**src/rtl/seq_detect_pkg.sv**
```systemverilog
`default_nettype none
// +--------------------------------------------------------------------------+
// | seq_detect_pkg : shared types and reset constants for seq_detect_ctrl    |
// | Rev 1.0                                                                  |
// +--------------------------------------------------------------------------+
package seq_detect_pkg;

    typedef enum logic [1:0] {
        ST_IDLE = 2'd0,
        ST_RUN  = 2'd1,
        ST_DONE = 2'd2
    } state_e;

    localparam int         PAT_MAX_DEF = 8;
    localparam logic [2:0] RST_PATTERN = 3'b011;
    localparam int         RST_LEN     = 3;

endpackage
`default_nettype wire

```
**src/rtl/seq_match_core.sv**
```systemverilog
`default_nettype none
// +--------------------------------------------------------------------------+
// | seq_match_core : history shift register, bit counter and masked compare  |
// | Rev 1.0                                                                  |
// +--------------------------------------------------------------------------+
module seq_match_core
    import seq_detect_pkg::*;
#(
    parameter int PAT_MAX = PAT_MAX_DEF
) (
    input  logic                       clk,
    input  logic                       rst_n,
    input  logic                       shift_en,
    input  logic                       clear,
    input  logic                       inp,
    input  logic [PAT_MAX-1:0]         pattern,
    input  logic [$clog2(PAT_MAX):0]   len,
    output logic                       hit
);

    localparam int LEN_W = $clog2(PAT_MAX) + 1;

    logic [PAT_MAX-1:0] hist_q, hist_d, hist_shift, mask;
    logic [LEN_W-1:0]   bitcnt_q, bitcnt_d, bitcnt_inc;

    // Hit is evaluated on the history as it will look once this bit lands.
    always_comb begin
        hist_shift = {hist_q[PAT_MAX-2:0], inp};
        bitcnt_inc = (bitcnt_q == LEN_W'(PAT_MAX)) ? bitcnt_q : bitcnt_q + LEN_W'(1);
        for (int i = 0; i < PAT_MAX; i++) begin
            mask[i] = (i < int'(len));
        end
        hit = shift_en
              && (((hist_shift ^ pattern) & mask) == '0)
              && (bitcnt_inc >= len);
    end

    always_comb begin
        hist_d   = hist_q;
        bitcnt_d = bitcnt_q;
        if (clear) begin
            hist_d   = '0;
            bitcnt_d = '0;
        end else if (shift_en) begin
            hist_d   = hist_shift;
            bitcnt_d = bitcnt_inc;
        end
    end

    always_ff @(posedge clk or negedge rst_n) begin
        if (!rst_n) begin
            hist_q   <= '0;
            bitcnt_q <= '0;
        end else begin
            hist_q   <= hist_d;
            bitcnt_q <= bitcnt_d;
        end
    end

endmodule
`default_nettype wire

```
**src/rtl/seq_detect_ctrl.sv**
```systemverilog
`default_nettype none
// +--------------------------------------------------------------------------+
// | seq_detect_ctrl : programmable serial pattern detector with IDLE/RUN/DONE |
// | sequencing, match counting and threshold stop.  Rev 1.0                  |
// +--------------------------------------------------------------------------+
module seq_detect_ctrl
    import seq_detect_pkg::*;
#(
    parameter int PAT_MAX = PAT_MAX_DEF,
    parameter int CNT_W   = 8
) (
    input  logic                       clk,
    input  logic                       rst_n,
    input  logic                       cfg_we,
    input  logic [PAT_MAX-1:0]         cfg_pattern,
    input  logic [$clog2(PAT_MAX):0]   cfg_len,
    input  logic [CNT_W-1:0]           cfg_thresh,
    input  logic                       cfg_overlap,
    input  logic                       start,
    input  logic                       stop,
    input  logic                       inp,
    input  logic                       inp_vld,
    output logic                       det,
    output logic [CNT_W-1:0]           match_cnt,
    output logic                       done,
    output logic                       busy,
    output logic                       cfg_err
);

    localparam int LEN_W = $clog2(PAT_MAX) + 1;

    state_e             state_q, state_d;
    logic [PAT_MAX-1:0] cfg_pattern_q, cfg_pattern_d;
    logic [LEN_W-1:0]   cfg_len_q, cfg_len_d;
    logic [CNT_W-1:0]   cfg_thresh_q, cfg_thresh_d;
    logic               cfg_overlap_q, cfg_overlap_d;
    logic [CNT_W-1:0]   match_cnt_q, match_cnt_d, cnt_inc;
    logic               det_q, det_d, done_q, done_d, busy_q, busy_d, cfg_err_q, cfg_err_d;

    logic start_go, len_ok, core_shift, core_clear, hit;

    // stop dominates start; no bit is consumed on a start or stop cycle.
    assign start_go   = start && !stop;
    assign len_ok     = (cfg_len != '0) && (cfg_len <= LEN_W'(PAT_MAX));
    assign core_shift = (state_q == ST_RUN) && inp_vld && !start && !stop;
    assign core_clear = start_go || (hit && !cfg_overlap_q);
    assign cnt_inc    = (match_cnt_q == '1) ? match_cnt_q : match_cnt_q + CNT_W'(1);

    seq_match_core #(
        .PAT_MAX (PAT_MAX)
    ) u_core (
        .clk      (clk),
        .rst_n    (rst_n),
        .shift_en (core_shift),
        .clear    (core_clear),
        .inp      (inp),
        .pattern  (cfg_pattern_q),
        .len      (cfg_len_q),
        .hit      (hit)
    );

    always_comb begin
        state_d       = state_q;
        cfg_pattern_d = cfg_pattern_q;
        cfg_len_d     = cfg_len_q;
        cfg_thresh_d  = cfg_thresh_q;
        cfg_overlap_d = cfg_overlap_q;
        match_cnt_d   = match_cnt_q;
        det_d         = 1'b0;
        done_d        = done_q;
        busy_d        = busy_q;
        cfg_err_d     = 1'b0;

        if (cfg_we) begin
            if ((state_q != ST_IDLE) || !len_ok) begin
                cfg_err_d = 1'b1;
            end else begin
                cfg_pattern_d = cfg_pattern;
                cfg_len_d     = cfg_len;
                cfg_thresh_d  = cfg_thresh;
                cfg_overlap_d = cfg_overlap;
            end
        end

        case (state_q)
            ST_RUN: begin
                if (stop) begin
                    state_d = ST_IDLE;
                    busy_d  = 1'b0;
                end else if (start) begin
                    match_cnt_d = '0;
                end else if (hit) begin
                    det_d       = 1'b1;
                    match_cnt_d = cnt_inc;
                    if ((cfg_thresh_q != '0) && (cnt_inc == cfg_thresh_q)) begin
                        state_d = ST_DONE;
                        done_d  = 1'b1;
                        busy_d  = 1'b0;
                    end
                end
            end
            ST_IDLE, ST_DONE: begin
                if (stop) begin
                    state_d = ST_IDLE;
                    done_d  = 1'b0;
                end else if (start) begin
                    state_d     = ST_RUN;
                    match_cnt_d = '0;
                    done_d      = 1'b0;
                    busy_d      = 1'b1;
                end
            end
            default: begin
                state_d = ST_IDLE;
                done_d  = 1'b0;
                busy_d  = 1'b0;
            end
        endcase
    end

    always_ff @(posedge clk or negedge rst_n) begin
        if (!rst_n) begin
            state_q       <= ST_IDLE;
            cfg_pattern_q <= PAT_MAX'(RST_PATTERN);
            cfg_len_q     <= LEN_W'(RST_LEN);
            cfg_thresh_q  <= '0;
            cfg_overlap_q <= 1'b1;
            match_cnt_q   <= '0;
            det_q         <= 1'b0;
            done_q        <= 1'b0;
            busy_q        <= 1'b0;
            cfg_err_q     <= 1'b0;
        end else begin
            state_q       <= state_d;
            cfg_pattern_q <= cfg_pattern_d;
            cfg_len_q     <= cfg_len_d;
            cfg_thresh_q  <= cfg_thresh_d;
            cfg_overlap_q <= cfg_overlap_d;
            match_cnt_q   <= match_cnt_d;
            det_q         <= det_d;
            done_q        <= done_d;
            busy_q        <= busy_d;
            cfg_err_q     <= cfg_err_d;
        end
    end

    assign det       = det_q;
    assign match_cnt = match_cnt_q;
    assign done      = done_q;
    assign busy      = busy_q;
    assign cfg_err   = cfg_err_q;

endmodule
`default_nettype wire

```
**config.mk**
```make
export PLATFORM = sky130hd
export DESIGN_NAME = seq_detect_ctrl
export DESIGN_NICKNAME = d
export VERILOG_FILES = /design/src/rtl/seq_detect_pkg.sv /design/src/rtl/seq_match_core.sv /design/src/rtl/seq_detect_ctrl.sv
export SDC_FILE = /design/constraint.sdc
export NUM_CORES = 1
export LEC_CHECK = 0
export ABC_AREA = 0
export BUFFER_PORTS_ARGS = -buffer_cell sky130_fd_sc_hd__buf_2
export CORE_ASPECT_RATIO = 1.5
export CORE_UTILIZATION = 52
export DETAILED_ROUTE_END_ITERATION = 7
export PLACE_DENSITY = 0.76
export SLEW_MARGIN = 20
export SYNTH_ARGS = -nofsm -noshare
export SYNTH_HDL_FRONTEND = slang
export SYNTH_SLANG_ARGS = --single-unit
```
**constraint.sdc**
```tcl
create_clock -name clk -period 2.3 [get_ports clk]
set_clock_uncertainty 0.15 [all_clocks]
set_input_delay 0.69 -clock clk [delete_from_list [all_inputs] [get_ports clk]]
set_output_delay 0.69 -clock clk [all_outputs]
set_load 0.02 [all_outputs]
```
==> results.json <==
{
  "synth_warnings": 0,
  "post-place-ws_ps": -248.3,
  "core_area_mm2": 0.005125,
  "power_leakage_uw": 0.001609,
  "clk_path_buf_depth": 2,
  "htree_levels": 2,
  "area_taken_by_flip_flops_and_latches_mm2": 0.001160,
  "ir_worst_vdd_v": 0.0004736,
  "worstPathBufferInverterCount": 2,
  "cp_slowest_cell": "sky130_fd_sc_hd__dfrtp_1",
  "firstDrtPassIters": 4,
  "detail_route.iter0.violations": 129,
  "route.detailed.wl_per_inst_um": 16.52,
  "chipHeight_um": 91.27,
  "num_io_pins": 40,
  "detailroute.via_count": 2557,
  "worstSetupPathType": "reg -> reg",
  "dp_hpwl_mm": 5.446,
  "synth.distinct_cells": 59,
  "holdBufCountCts": 0,
  "num-fill-cells": 437,
  "worstSetupStartpointType": "register",
  "cts_sinks": 46,
  "path_clk_slew_ps": 90,
  "critical_path.max_stage_delay_ps": 420,
  "fin_crit_sh": 1.080,
  "floorplan_die_area_mm2": 0.005614,
  "antenna_found_initial": 0,
  "cts_tree": "yes",
  "synth_enable_flop_cells": 0,
  "die_width_um": 61.52,
  "grt-ovfl-total": 0,
  "postSynthRegisterBits": 46,
  "finish.utilization": 0.7017,
  "worstMarginPinSlew_ps": 575.1,
  "cts.root.buffer_cell": "sky130_fd_sc_hd__clkbuf_8",
  "io_buffers": 39,
  "setup_total_negative_slack_ps": -2654,
  "grt_pass1_vias": 2636,
  "list_of_cells_traversed_by_the_critical_path": "inv_2 > ha_4 > nand2_4 > nor2_4 > xnor2_1 > ha_1 > o21ai_2 > a21oi_2 > o221ai_4 > buf_6 > a21oi_4 > mux2_4",
  "grt_use_total": 0.2915,
  "yosysSeqAreaShare": 0.4189,
  "timing.fmax_mhz": 402.6,
  "timing.rr.start": "u_core.bitcnt_q[0]$_DFFE_PN0P_",
  "finalWorstSetupSlack_ps": -183.7,
  "pwr_density_cell_mw_per_mm2": 580.0,
  "synth_area_leaders": "sky130_fd_sc_hd__dfrtp_1, sky130_fd_sc_hd__mux2_2, sky130_fd_sc_hd__dfstp_2, sky130_fd_sc_hd__a21oi_1, sky130_fd_sc_hd__xnor2_1",
  "max_slew_margin": 0.6166,
  "globalplace.congestion": 0.8958,
  "cts_buffers": 5,
  "most_used_dff_post_synth": "sky130_fd_sc_hd__dfrtp_1",
  "postSynthNetCount": 323,
  "worst_ep_required_time_ps": 2350,
  "initial_core_util": 0.5391,
  "antennaDiodeCount": 0,
  "ff2ff_setup_slack_ps": -180,
  "timing.critical_path.fanout_max": 7,
  "drtAntennaViolNets": 0,
  "post-synth-top-area-cell": "sky130_fd_sc_hd__dfrtp_1",
  "footprint_of_the_multi_input_gates_mm2": 0.001573,
  "yosys.cell_count.top_type": "sky130_fd_sc_hd__dfrtp_1",
  "synth_top_area_share": 0.3714,
  "areaGrowthSynthToFinish_pct": 30.16,
  "timing.hold.worst.class": "in -> async",
  "endpoint_arrival_time_on_the_critical_path_ps": 2530,
  "grt_pass1_wl_mm": 12.12,
  "hold_viol": 0,
  "outcome": "finished, violations left",
  "yosys-top-cells-count": "sky130_fd_sc_hd__dfrtp_1, sky130_fd_sc_hd__nand2_1, sky130_fd_sc_hd__a21oi_1",
  "routed_wirelength_mm": 7.186,
  "postSynthAreaPerCell_um2": 9.593,
  "worstSkewPairLatency_ps": 310,
  "netlist_area_before_placement_mm2": 0.002763,
  "period_minus_slack_ps": 2484,
  "max-cap-violations": 0,
  "setup_violations": 23,
  "worst_r2r_endpoint": "match_cnt[0]$_DFFE_PN0P_",
  "layout_cells_sized_above_1": 0.4196,
  "grt_setup_unrepaired": "yes",
  "grt_max_degree": 47,
  "critPathCaptureType": "register",
  "critical_path.top_delay_family": "compound AO/OA/AOI/OAI gates",
  "synthesis.instances": 288,
  "final_max_slew_viol_count": 0,
  "remaining_drc_errors": 0,
  "violations": "setup timing",
  "detail_route.vias_per_cell": 5.878,
  "number_of_cell_instances_on_the_worst_register_to_register_path": 12,
  "synth_async_sr_flop_share": 1.000,
  "count_of_standard_cell_rows": 32,
  "finalNetCount": 401
}
## layer usage
metal | GRT usage | vias up | part of all wire
met5 | 0 | - | 0
met4 | 0.1407 | 0 | 0.036
met3 | 0.04274 | 21 | 0.037
met2 | 0.5179 | 72 | 0.56
met1 | 0.3193 | 1255 | 0.36
li1 | - | 1209 | -
## where the power goes
group,switching (uW),internal [uW]
clock,287,323
sequential,107,916
combinational,209,243
## cells in the final DEF, fill, tap and decap left out, drive strengths merged, types with 5 or more instances in the layout
cell / count
buf: 91
dfrtp: 41
nand2: 27
a21oi: 25
mux2: 22
inv: 15
nand3: 13
o21ai: 13
xnor2: 12
nor2: 12
ha: 7
nor3: 5
and3: 5
a31oi: 5
dfstp: 5
clkbuf: 5
o22a: 5
## metrics by stage
step                      cell area (um2)  hold slack [ps]  std cells  total power [uW]
after floorplan                      2829            244.4        288              1294
after global routing                 3596            360.6        435              2188
final                                3596            289.7        435              2086
after CTS                            3560            332.6        434              2099
after detailed placement             3396            365.2        424              1478
after global placement               3396            340.5        424              1457
## layout make-up
cell class / instances / share of cell area
repair buffers: 91 / 0.1684
inverters: 15 / 0.01635
clock buffers: 5 / 0.01914
well taps: 68 / 0.02366
flip-flops and latches: 46 / 0.3225
clock inverters: 3 / 0.01253
multi-input cells: 207 / 0.4374
## state kept, by name, indices dropped and copies added, names as in the netlist, 2 cells and up
register and count:
state_q 2, u_core.bitcnt_q 4, cfg_thresh_q 8, u_core.hist_q 7
cfg_pattern_q 8, match_cnt 8, cfg_len_q 4
## worst reg2reg max path, stage by stage, from the launching register on
cell and delay, ps:
sky130_fd_sc_hd__dfrtp_1 420, sky130_fd_sc_hd__inv_2 90, sky130_fd_sc_hd__ha_4 140, sky130_fd_sc_hd__nand2_4 60, sky130_fd_sc_hd__nor2_4 100, sky130_fd_sc_hd__xnor2_1 130
sky130_fd_sc_hd__ha_1 260, sky130_fd_sc_hd__o21ai_2 170, sky130_fd_sc_hd__a21oi_2 90, sky130_fd_sc_hd__o221ai_4 290, sky130_fd_sc_hd__buf_6 190, sky130_fd_sc_hd__a21oi_4 40
sky130_fd_sc_hd__mux2_4 260
## worst max-delay path by stage
stage                                to  cells after the start                      startpoint
2_1_floorplan  match_cnt[0]$_DFFE_PN0P_                     12  u_core.bitcnt_q[0]$_DFFE_PN0P_
3_3_place_gp     state_q[1]$_DFFE_PN0P_                      7        match_cnt[0]$_DFFE_PN0P_
3_5_place_dp   match_cnt[0]$_DFFE_PN0P_                     12  u_core.bitcnt_q[1]$_DFFE_PN0P_
4_1_cts        match_cnt[0]$_DFFE_PN0P_                     12  u_core.bitcnt_q[0]$_DFFE_PN0P_
5_1_grt        match_cnt[0]$_DFFE_PN0P_                     12  u_core.bitcnt_q[0]$_DFFE_PN0P_
6_report       match_cnt[0]$_DFFE_PN0P_                     12  u_core.bitcnt_q[0]$_DFFE_PN0P_
## kinds of logic after synthesis
kind of cell / after synthesis / share of synthesized area
and+or+nand+nor: 86 / 0.1658
DFF: 46 / 0.4189
xor gates and xnor gates: 14 / 0.04438
buffers and inverters: 35 / 0.05435
muxes: 22 / 0.08967
AOI/OAI and AO/OA: 78 / 0.1952
adders and majority gates: 7 / 0.03170
## repair_timing
action | CTS | global route
pin swaps | 12 | 5
setup buffers | 2 | 1
setup endpoints to repair | 23 | 24
resized for setup | 12 | 5
endpoints found under the hold margin | 0 | 0
Note: power is estimated with default switching activity, not from simulation.
